===== config.mk =====
export PLATFORM = sky130hd
export DESIGN_NAME = logic_op_sequencer
export DESIGN_NICKNAME = d
export VERILOG_FILES = /design/src/rtl/logic_op_sequencer_pkg.sv /design/src/rtl/logic_op_sequencer.sv
export SDC_FILE = /design/constraint.sdc
export NUM_CORES = 1
export LEC_CHECK = 0
export CORE_UTILIZATION = 28
export DETAILED_ROUTE_END_ITERATION = 12
export GPL_TIMING_DRIVEN = 0
export PLACE_DENSITY_LB_ADDON = 0.05
export SLEW_MARGIN = 20
export SYNTH_ARGS = -nofsm -noshare
export SYNTH_HDL_FRONTEND = slang
export SYNTH_SLANG_ARGS = --single-unit

===== constraint.sdc =====
create_clock -name clk -period 1.6 [get_ports clk]
set_clock_uncertainty 0.15 [all_clocks]
set_input_delay 0.32 -clock clk [delete_from_list [all_inputs] [get_ports clk]]
set_output_delay 0.32 -clock clk [all_outputs]
set_load 0.02 [all_outputs]

===== src/rtl/logic_op_sequencer_pkg.sv =====
// Shared encodings for the nibble-serial logic operation sequencer:
// ALU op codes, gate chip selects, the NOT mask and FSM states.
package logic_op_sequencer_pkg;

    typedef enum logic [1:0] {
        OP_AND = 2'b00,
        OP_OR  = 2'b01,
        OP_XOR = 2'b10,
        OP_NOT = 2'b11
    } op_e;

    localparam logic [1:0] SEL_AND = 2'b00;
    localparam logic [1:0] SEL_OR  = 2'b01;
    localparam logic [1:0] SEL_XOR = 2'b10;

    localparam logic [3:0] NOT_MASK = 4'hF;

    typedef enum logic {
        IDLE = 1'b0,
        RUN  = 1'b1
    } state_e;

endpackage


===== src/rtl/logic_op_sequencer.sv =====
// Drives a shared 4-bit 2-input gate chip one nibble at a time, waiting SETTLE
// cycles per nibble, and assembles the full-width result plus a zero flag.
module logic_op_sequencer
    import logic_op_sequencer_pkg::*;
#(
    parameter int NIBBLES = 2,
    parameter int SETTLE  = 1
) (
    input  logic                 clk,
    input  logic                 reset,
    input  logic                 start,
    input  logic [1:0]           op,
    input  logic [4*NIBBLES-1:0] a,
    input  logic [4*NIBBLES-1:0] b,
    output logic                 busy,
    output logic                 done,
    output logic [4*NIBBLES-1:0] result,
    output logic                 zero,
    output logic [3:0]           gate_a,
    output logic [3:0]           gate_b,
    output logic [1:0]           gate_sel,
    input  logic [3:0]           gate_y
);

    localparam logic [3:0] SETTLE_CNT = 4'(SETTLE);
    localparam logic [1:0] LAST_IDX   = 2'(NIBBLES - 1);

    state_e               state_q, state_d;
    op_e                  op_q, op_d;
    logic [4*NIBBLES-1:0] a_q, a_d;
    logic [4*NIBBLES-1:0] b_q, b_d;
    logic [1:0]           idx_q, idx_d;
    logic [3:0]           cnt_q, cnt_d;
    logic [4*NIBBLES-1:0] result_q, result_d;
    logic                 zero_q, zero_d;
    logic                 done_q, done_d;

    always_ff @(posedge clk) begin
        if (reset) begin
            state_q  <= IDLE;
            op_q     <= OP_AND;
            a_q      <= '0;
            b_q      <= '0;
            idx_q    <= '0;
            cnt_q    <= '0;
            result_q <= '0;
            zero_q   <= 1'b0;
            done_q   <= 1'b0;
        end else begin
            state_q  <= state_d;
            op_q     <= op_d;
            a_q      <= a_d;
            b_q      <= b_d;
            idx_q    <= idx_d;
            cnt_q    <= cnt_d;
            result_q <= result_d;
            zero_q   <= zero_d;
            done_q   <= done_d;
        end
    end

    // Capture happens on the last settle cycle of each nibble; the zero flag
    // is taken from the result including the nibble captured on that edge.
    always_comb begin
        state_d  = state_q;
        op_d     = op_q;
        a_d      = a_q;
        b_d      = b_q;
        idx_d    = idx_q;
        cnt_d    = cnt_q;
        result_d = result_q;
        zero_d   = zero_q;
        done_d   = 1'b0;
        case (state_q)
            IDLE: begin
                if (start) begin
                    a_d     = a;
                    b_d     = b;
                    op_d    = op_e'(op);
                    idx_d   = '0;
                    cnt_d   = SETTLE_CNT;
                    state_d = RUN;
                end
            end
            RUN: begin
                cnt_d = cnt_q - 4'd1;
                if (cnt_q == 4'd1) begin
                    for (int i = 0; i < NIBBLES; i++) begin
                        if (idx_q == 2'(i)) begin
                            result_d[4*i +: 4] = gate_y;
                        end
                    end
                    idx_d = idx_q + 2'd1;
                    cnt_d = SETTLE_CNT;
                    if (idx_q == LAST_IDX) begin
                        state_d = IDLE;
                        done_d  = 1'b1;
                        zero_d  = (result_d == '0);
                    end
                end
            end
            default: state_d = IDLE;
        endcase
    end

    // NOT A is realised on the XOR chip with the B inputs tied high.
    always_comb begin
        gate_a   = 4'h0;
        gate_b   = 4'h0;
        gate_sel = SEL_AND;
        if (state_q == RUN) begin
            for (int i = 0; i < NIBBLES; i++) begin
                if (idx_q == 2'(i)) begin
                    gate_a = a_q[4*i +: 4];
                    gate_b = b_q[4*i +: 4];
                end
            end
            case (op_q)
                OP_AND:  gate_sel = SEL_AND;
                OP_OR:   gate_sel = SEL_OR;
                OP_XOR:  gate_sel = SEL_XOR;
                default: begin
                    gate_sel = SEL_XOR;
                    gate_b   = NOT_MASK;
                end
            endcase
        end
    end

    assign busy   = (state_q == RUN);
    assign done   = done_q;
    assign result = result_q;
    assign zero   = zero_q;

endmodule


* After elaboration in Yosys (flattened, before gate mapping) *
Index checks and enable logic that the tools add are counted.

storage, ports and cells
  output and inout bits = 21
  memory bits (writable) = 0
  bits in latches = 0
  memories kept = 0
  input port bits = 25
  flip-flop bits (word level) = 35
  word-level logic and storage cells = 54
  ROM bits = 0

operators by class
  bitwise operators = 2
  eq/ne operators = 6
  magnitude comparators = 0
  reductions and logical operators = 9
  multipliers = 0
  shifts and indexed selects = 0
  divide/modulo/power cells = 0
  add/sub/neg operators = 2
  multiplexer cells = 26

operators by type and width
  kind                                                                count
  4-bit two-way mux                                                   15
  8-bit logical NOT                                                   1
  2-bit one-hot mux with 2 select lines                               2
  4-bit one-hot mux with 2 select lines                               1
  2-bit two-way mux                                                   3
  2-bit AND reduction                                                 3
  3-bit OR reduction                                                  2
  2-bit by 1-bit == test with 1-bit output, second input constant     2
  4-bit by 1-bit == test with 1-bit output, second input constant     1
  2-bit logical NOT                                                   2
  1-bit two-way mux                                                   4
  4-bit by 1-bit subtractor with 4-bit output, second input constant  1
  3-bit AND reduction                                                 1
  2-bit by 1-bit adder with 2-bit output, second input constant       1
  2-bit == test, second input constant                                1
  2-bit by 1-bit != test with 1-bit output, second input constant     1
  2-bit != test, second input constant                                1
  1-bit inverter                                                      2
  1-bit one-hot mux with 2 select lines                               1

* Depth between registers and ports, before layout *
Gate-level depths: netlist of run 1.

  depth after elaboration = 5
  gate-level depth with buffers = 6
  mapped depth without buffers = 5

* Worst setup path before layout of run 1 *
OpenSTA, ideal clock, no wires.

  path type = register to output
  start point = register idx_q[1]
  end point = output port gate_b[0]
  path buffers = 1
  cell stages (with the launch flop) = 7
  arrival = 1.375 ns
  required time = 1.130 ns
  slack = -0.245 ns
  path through = dfxtp_1 > inv_1 > ha_1 > inv_1 > buf_2 > nand3_1 > a31oi_1

between the ends
  longest elaborated chain between the ends = 5
  elaborated cells between the ends (all ways) = 6
  classes of those cells = eq/ne (1); mux (4); reduce/logical (1)

RTL lines
  element                 RTL line                   RTL
  from (decl)             logic_op_sequencer.sv:32   logic [1:0] idx_q, idx_d;
  from (signal assigned)  logic_op_sequencer.sv:54   idx_q <= idx_d;
  2-bit logical NOT       logic_op_sequencer.sv:113  if (idx_q == 2'(i)) begin
  4-bit two-way mux       logic_op_sequencer.sv:113
  4-bit two-way mux (*)   logic_op_sequencer.sv:113
  4-bit two-way mux (*)   logic_op_sequencer.sv:118  case (op_q)
  4-bit two-way mux (*)   logic_op_sequencer.sv:111  if (state_q == RUN) begin
  to (decl)               logic_op_sequencer.sv:20   output logic [3:0] gate_b,

Every way passes the cells marked *; elsewhere a longest branch is shown, timed or not.

* Worst setup path in the final report of run 1 *
Same ends and word-level chain as after synthesis.

==> metrics.csv, run 1 <==
metric,value,unit
outcome,"complete, but fails checks",
violations,setup timing,
worstHoldPathType,input port to flip-flop,
grt_pass1_vias,1546,
synth_cells,199,
intPower,1629,uW
finalInstanceArea,2541,um2
syn_area_per_cell,7.891,um2
synth-seq-cells,35,
antenna_left,0,
drt-wirelength-per-cell,13.59,um
powerDensity,871.5,nW/um2
rows,26,
initial_utilization,29.98,%
core,5238,um2
cp-start-kind,flip-flop,
final_max_slew_viol_count,0,
period_minus_slack,1948,ps
clk_latency,280,ps
fin_crit_sh,121.7,%
p_sw,585.7,uW
fp.dieH,76.89,um
worstPathRequired,1130,ps
place_congestion,0.7568,
cts.clk_slew.worst_paths,70,ps
drc,0,
power_frac_comb,19.3,%
clock_path_buffers,2,
drt_iter0_markers,62,
io_pins,46,
worst_pin_slew,561.6,ps
grt_pass1_wl,7583,um
switching_share,26.45,%
die-area,5911,um2
drive_above_1_share,26.92,%
ys_warn_count,0,
slew_headroom,62.56,%
vias,1606,
final_nets,289,
setup_ws,-347.6,ps
synthDistinctLibCells,32,
cts-root-buf,clkbuf_8,
cts.sinks,35,
fin_util,48.52,%
hold_ws,280.0,ps
die_w,76.89,um
rsz0062_at_grt,true,
critical_path_class,flip-flop to primary output,
portBuffers,44,
p_leak,0.0009318,uW
synth_area,1570,um2
clock_power_share,37.8,%
wl,4485,um
finalSetupViolCount,8,
grt_util_all_layers,16.26,%
fillCellCount,535,
htreeDepth,2,
ys_seq_area_share,44.62,%
first_pass_iters,4,
finalNonFillerCells,330,
worstPathArrival,1480,ps
synth_nets,229,
dpl.cell_count,313,
placed_cell_area,2230,um2
overflow,0,
grt_start_max_net_pins,12,
cts_buffers,5,
ir_drop,0.4598,mV
seqPwrFrac,42.9,%
max_freq,513.5,MHz
cts_tree,built,
cp-end-kind,primary output,
maxCapViolations,0,
cp_max_fo,5,
syn2layout_area_growth,61.83,%
vias_per_cell,4.867,
antenna_found_initial,0,
n_antenna_cell,0,
hpwl,3020,um
hold_viol_final,0,
tns,-2437,ps
==> Yosys cell counts (all sizes together) <==
cell / number / area, um2
a211oi: 2 / 20.02
a21oi: 34 / 170.2
a311oi: 1 / 8.760
a31oi: 4 / 25.02
and2: 1 / 6.260
and4bb: 1 / 12.51
buf: 9 / 63.80
clkbuf: 5 / 20.01
dfxtp: 35 / 700.7
ha: 5 / 62.56
inv: 7 / 26.28
nand2: 46 / 172.7
nand2b: 2 / 12.51
nand3: 17 / 85.08
nand3b: 1 / 7.510
nand4b: 1 / 8.760
nand4bb: 1 / 11.26
nor2: 4 / 15.01
nor2b: 2 / 12.51
nor3: 2 / 10.01
nor4: 3 / 18.77
o2111ai: 1 / 8.760
o21ai: 11 / 55.05
o31a: 2 / 17.52
o31ai: 1 / 7.510
or3b: 1 / 11.26
==> metrics by stage <==
step / total power [uW] / worst slack, ps
floorplan: 1184 / 2.353
global placement: 1337 / -675.5
detailed placement: 1333 / -674.2
CTS: 2210 / -344.0
global route: 2317 / -397.6
finish: 2215 / -347.6
==> area by class of cell <==
type	instances	area, um2	share of cell area (%)
sequential	35	709.4	27.92
multi-input combinational	143	950.9	37.42
timing repair buffer	54	523.0	20.58
inverter	7	35.03	1.379
clock inverter	2	35.03	1.379
clock buffer	6	82.58	3.250
tap	70	87.58	3.447
buffer	13	117.6	4.628
==> power by group through the flow <==
| stage | combinational [uW] | clock [uW] | sequential (uW) |
|---|---|---|---|
| after CTS | 406 | 857 | 947 |
| after floorplan | 218 | 0 | 967 |
| after global routing | 464 | 896 | 957 |
| final | 428 | 837 | 950 |
| after detailed placement | 367 | 0 | 966 |
| after global placement | 370 | 0 | 966 |
==> metal layers <==
metal | vias up | global-route usage, % | part of all wire, %
li1 | 809 | - | -
met1 | 759 | 20.90 | 48
met2 | 34 | 26.34 | 47
met3 | 4 | 3.095 | 4.5
met4 | 0 | 6.923 | 0.85
met5 | - | 0 | 0
==> worst paths after layout <==
kind                            startpoint   endpoint  slack [ps]  cells past startpoint
worst max register to register    cnt_q[0]   idx_q[0]          50                      4
worst max-delay path              idx_q[1]  gate_b[0]        -350                      7
worst min-delay path                 reset       busy         280                      2
worst min register to register      a_q[4]     a_q[4]         310                      2
==> placed cells by master (no fill, tap or decap), drive strengths merged <==
| cell type | netlist | final |
|---|---|---|
| nand4b | 1 | 1 |
| a21oi | 34 | 34 |
| nor3 | 2 | 2 |
| clkbuf | 5 | 11 |
| o31a | 2 | 2 |
| clkinv | 0 | 1 |
| dfxtp | 35 | 35 |
| a311oi | 1 | 1 |
| nand2 | 46 | 46 |
| nor2b | 2 | 2 |
| clkinvlp | 0 | 1 |
| ha | 5 | 5 |
| and2 | 1 | 1 |
| or3b | 1 | 1 |
| and4bb | 1 | 1 |
| buf | 9 | 28 |
| o2111ai | 1 | 1 |
| nor4 | 3 | 3 |
| nor2 | 4 | 4 |
| bufinv | 0 | 1 |
| nand3 | 17 | 17 |
| clkdlybuf4s50 | 0 | 23 |
| o21ai | 11 | 11 |
| a31oi | 4 | 4 |
| o31ai | 1 | 1 |
| dlygate4sd2 | 0 | 11 |
| nand3b | 1 | 1 |
| nand4bb | 1 | 1 |
| nand2b | 2 | 2 |
| inv | 7 | 6 |
| a211oi | 2 | 2 |
==> state kept, by name, indices dropped and copies added, names as in the netlist <==
name    cells
a_q         8
op_q        2
b_q         8
zero        1
idx_q       2
done        1
result      8
cnt_q       4
busy        1
==> critical path: stages, from the launching register on <==
cell	delay [ps]
dfxtp_2	340
inv_4	50
ha_4	180
inv_4	80
buf_8	130
nand3_2	90
a31oi_4	190
buf_6	140
==> timing repair <==
action,4_1_cts,5_1_grt
pin swaps,4,4
buffers inserted,5,4
hold buffers,0,0
endpoints found under the setup margin,23,19
cloned,1,0
resized for setup,85,18
==> logic make-up after synthesis <==
family                     count (synthesis)  synth area share, %
buffers and inverters                     21                7.011
adders and majority gates                  5                3.984
DFF                                       35                44.62
and+or+nand+nor                           82                24.46
AOI/OAI and AO/OA                         56                19.92
Note: power is estimated with default switching activity, not from simulation.
==> run 2, diff against run 1 <==
- clock period: 1.6 -> 2 ns (I/O delays scaled with it)
==> metrics.csv, run 2 (synthesized netlist as in run 1, its figures left out) <==
metric,value,unit
initial_utilization,29.98,%
cts_buffers,5,
n_antenna_cell,0,
crit_start,idx_q[1],
rsz0062_at_grt,true,
grt_start_max_net_pins,12,
worstPathCellList,"inv_4, ha_4, inv_4, buf_6, nand3_2, a31oi_1, buf_2",
grt_util_all_layers,15.70,%
grt_pass1_wl,7272,um
final_cell_mix,"46 x nand2_1, 34 x clkdlybuf4s50_1, 33 x a21oi_1",
critPathMaxStageDelay,340,ps
portBuffers,44,
fin_util,43.62,%
wl,4326,um
die_w,76.89,um
setup_ws,-37.46,ps
cts.clk_slew.worst_paths,70,ps
worstPathRequired,1450,ps
slew_headroom,62.21,%
cp_top_family,buffers and inverters,
holdPathStages,2,
finalSetupViolCount,3,
drive_above_1_share,18.29,%
die-area,5911,um2
p_leak,0.0008283,uW
layout_commonest_cell,nand2_1,
clock_path_buffers,2,
cp_max_fo,5,
clk_latency,290,ps
cts_tree,built,
rows,26,
grt_pass1_vias,1491,
max_freq,490.8,MHz
cts.sinks,35,
drt-wirelength-per-cell,13.23,um
worstHoldPathType,flip-flop to flip-flop,
final_max_slew_viol_count,0,
antenna_found_initial,0,
overflow,0,
place_congestion,0.7801,
ff2ff_path_depth,4,
powerDensity,674.7,nW/um2
ctsHoldBuffers,0,
drt_iter0_markers,57,
antenna_left,0,
cp-end-kind,primary output,
first_pass_iters,4,
fin_crit_sh,101.9,%
final_nets,286,
cts-root-buf,clkbuf_8,
maxCapViolations,0,
hpwl,3030,um
clock_power_share,31.9,%
violations,setup timing,
min_from,a_q[7],
timing.rr.start,cnt_q[0],
cp_slowest_cell,dfxtp_2,
worst_pin_slew,566.9,ps
core,5238,um2
p_sw,428.1,uW
intPower,1113,uW
vias_per_cell,4.725,
period_minus_slack,2037,ps
cp_num_cells,7,
hold_viol_final,0,
cp-start-kind,flip-flop,
path_buf_inv,4,
seqPwrFrac,49.3,%
switching_share,27.77,%
worstPathArrival,1490,ps
power_frac_comb,18.8,%
io_pins,46,
drc,0,
dpl.cell_count,313,
fp.dieH,76.89,um
vias,1545,
ir_drop,0.2688,mV
htreeDepth,2,
path_common_cell,inv_4,
outcome,"complete, but fails checks",
finalNonFillerCells,327,
critical_path_class,flip-flop to primary output,
syn2layout_area_growth,45.50,%
==> run 2: changes by cell type in the layout (fill, tap and decap cells not counted), moves of 3 or more <==
cell	delta
nand3_1	+4
a31oi_1	+3
inv_1	+3
buf_2	+3
buf_8	-4
a31oi_4	-4
buf_4	+3
a21oi_4	-5
buf_6	-6
dlygate4sd2_1	-10
clkdlybuf4s50_1	+11
a21oi_1	+4
==> run 2: layout make-up <==
cell class                 instances  area (um2)
inverter                           7       31.28
multi-input combinational        143       814.5
tap                               70       87.58
fill                             556        2953
clock inverter                     3       15.01
sequential                        35       704.4
buffer                            13       95.09
clock buffer                       5       68.82
timing repair buffer              51       467.9
==> run 2: per-stage QoR <==
step	hold WS [ps]	cell area [um2]	worst slack, ps	total power, uW	TNS, ps
after global placement	296.5	2098	-521.4	1040	-4120
after global routing	330.8	2285	-104.2	1632	-583.5
after floorplan	286.6	1570	74.66	921.9	0
after detailed placement	297.0	2098	-503.1	1039	-3986
after CTS	307.4	2265	-42.14	1557	-62.85
final	305.4	2285	-37.46	1541	-50.95
==> run 2: per-layer routing <==
layer,up-vias,part of all wire [%],track usage [%],routed length (um)
met5,-,0,0,0
met4,0,1.6,6.346,70
met3,7,4.7,3.929,204
met2,29,44,24.02,1923
met1,708,49,20.92,2127
li1,801,-,-,-
==> run 2: path summary, 6_finish.rpt <==
kind | end | slack, ps
worst max-delay path | gate_b[3] | -40
worst min-delay path | a_q[7] | 310
worst max register to register | idx_q[0] | 340
worst min register to register | a_q[7] | 310
==> run 2: tightest hold or removal path: cells and delay by family (launching register included) <==
family,cells,cell delay [ps]
simple gates,1,50
flops,1,310
compound gates,1,50
==> run 2: power by group through the flow <==
stage	Clock (uW)	Sequential, uW	Combinational (uW)
6_report	492	760	289
5_1_grt	547	765	319
4_1_cts	510	759	287
3_5_place_dp	0	773	266
3_3_place_gp	0	773	267
2_1_floorplan	0	773	149
==> run 2: timing repair <==
action,CTS,global route
gates cloned,1,0
pin swaps,9,3
setup buffers,6,0
gates resized for setup,63,5
hold endpoints to repair,0,0
setup endpoints to repair,10,9
==> run 3, diff against run 2 <==
- CTS_BUF_LIST: not set -> sky130_fd_sc_hd__clkbuf_4
==> metrics.csv, run 3 (synthesized netlist as in run 1, its figures left out) <==
metric,value,unit
outcome,"complete, but fails checks",
violations,setup timing,
vias,1552,
grt_pass1_vias,1474,
wl,4300,um
clock_path_buffers,2,
drive_above_1_share,18.15,%
p_sw,417.6,uW
antenna_found_initial,0,
overflow,0,
finalSetupViolCount,8,
place_congestion,0.7801,
cts.clk_slew.worst_paths,120,ps
intPower,1008,uW
critPathMaxStageDelay,360,ps
gr-usage-met2,23.84,%
grtUsageMet3,3.929,%
rsz0062_at_grt,true,
grt_util_all_layers,15.31,%
worstPathRequired,1450,ps
worstPathArrival,1570,ps
ctsHoldBuffers,0,
initial_utilization,29.98,%
core,5238,um2
final_nets,288,
path_common_cell,inv_4,
grt-busiest-layer,met2,
hpwl,3030,um
n_antenna_cell,0,
cts-root-buf,clkbuf_4,
ff2ff_path_depth,4,
drt_iter0_markers,28,
period_minus_slack,2121,ps
p_total,1425,uW
syn2layout_area_growth,44.30,%
hold_ws,310.3,ps
hold_viol_final,0,
setup_ws,-120.9,ps
cp-start-kind,flip-flop,
io_pins,46,
holdPathStages,2,
powerDensity,628.9,nW/um2
fin_crit_sh,106.0,%
cts_buffers,5,
power_frac_comb,20.4,%
cts.sinks,35,
clk_latency,340,ps
grt_start_max_net_pins,12,
max_freq,471.5,MHz
ir_drop,0.2447,mV
maxCapViolations,0,
portBuffers,44,
cp_slowest_cell,dfxtp_2,
cp_max_fo,5,
worst_pin_slew,564.3,ps
grt_pass1_wl,7141,um
htreeDepth,2,
critical_path_class,flip-flop to primary output,
antenna_left,0,
cts_tree,built,
final_cell_mix,"46 x nand2_1, 34 x clkdlybuf4s50_1, 33 x a21oi_1",
clock_power_share,26.4,%
first_pass_iters,4,
final_max_slew_viol_count,0,
die_w,76.89,um
worstHoldPathType,flip-flop to flip-flop,
worstPathCellList,"inv_4, ha_4, inv_4, buf_6, nand3_1, a31oi_1, buf_2",
vias_per_cell,4.717,
slew_headroom,62.38,%
rows,26,
seqPwrFrac,53.3,%
cp-end-kind,primary output,
use_met1,20.35,%
fp.dieH,76.89,um
drt-wirelength-per-cell,13.07,um
p_leak,0.0008189,uW
die-area,5911,um2
drc,0,
switching_share,29.30,%
layout_commonest_cell,nand2_1,
## run 3: changes by cell type in the layout (fill, tap and decap cells not counted)
cell        previous run  this run
nand3_2                4         1
clkbuf_8               5         0
buf_4                 15        17
buf_6                  5         6
buf_2                  3         2
dfxtp_4                0         1
inv_1                  5         4
clkinvlp_4             0         1
nand3_1               13        16
clkbuf_4               0         5
dfxtp_2                3         2
## run 3: worst max-delay path, delay by kind of cell (launching register included)
| kind | cells | cell delay (ps) |
|---|---|---|
| buffers and inverters | 4 | 420 |
| flip-flops | 1 | 360 |
| AO/OA/AOI/OAI | 1 | 200 |
| adder cells (fa/ha/maj) | 1 | 170 |
| AND/OR/NAND/NOR | 1 | 70 |
## run 3: path summary, 6_finish.rpt
check                start         to  slack (ps)
hold / removal      a_q[7]     a_q[7]         310
setup / recovery  idx_q[1]  gate_b[3]        -120
hold reg to reg     a_q[7]     a_q[7]         310
setup reg to reg  cnt_q[0]   idx_q[0]         340
## run 3: metrics by stage
stage	cell area, um2	cells	utilization, %	TNS (ps)	setup WS, ps
CTS	2200	326	42.00	-682.5	-108.1
global route	2266	329	43.26	-1239	-180.7
detailed placement	2098	313	40.06	-3986	-503.1
floorplan	1570	199	-	0	74.66
finish	2266	329	43.26	-520.9	-120.9
global placement	2098	313	40.06	-4120	-521.4
## run 3: area by class of cell
cell class	instances	area [um2]
Sequential cell	35	706.9
Inverter	7	35.03
Timing Repair Buffer	53	485.5
Clock buffer	5	37.54
Tap cell	70	87.58
Fill cell	552	2972
Clock inverter	3	15.01
Buffer	13	98.84
Multi-Input combinational cell	143	799.5
## run 3: repair_timing
item | 4_1_cts | 5_1_grt
pin swaps | 6 | 4
endpoints found under the setup margin | 11 | 10
resized for setup | 59 | 10
gates cloned | 1 | 0
buffers inserted | 5 | 3
## run 3: power groups by stage
stage	clock (uW)	sequential (uW)	combinational, uW
2_1_floorplan	0	773	149
3_3_place_gp	0	773	267
3_5_place_dp	0	773	266
4_1_cts	389	759	283
5_1_grt	429	765	320
6_report	376	759	290
## run 3: layer usage
| layer | vias to the layer above | part of all wire, % |
|---|---|---|
| met4 | 0 | 1.3 |
| li1 | 805 | - |
| met5 | - | 0 |
| met2 | 32 | 46 |
| met1 | 708 | 49 |
| met3 | 7 | 4.5 |
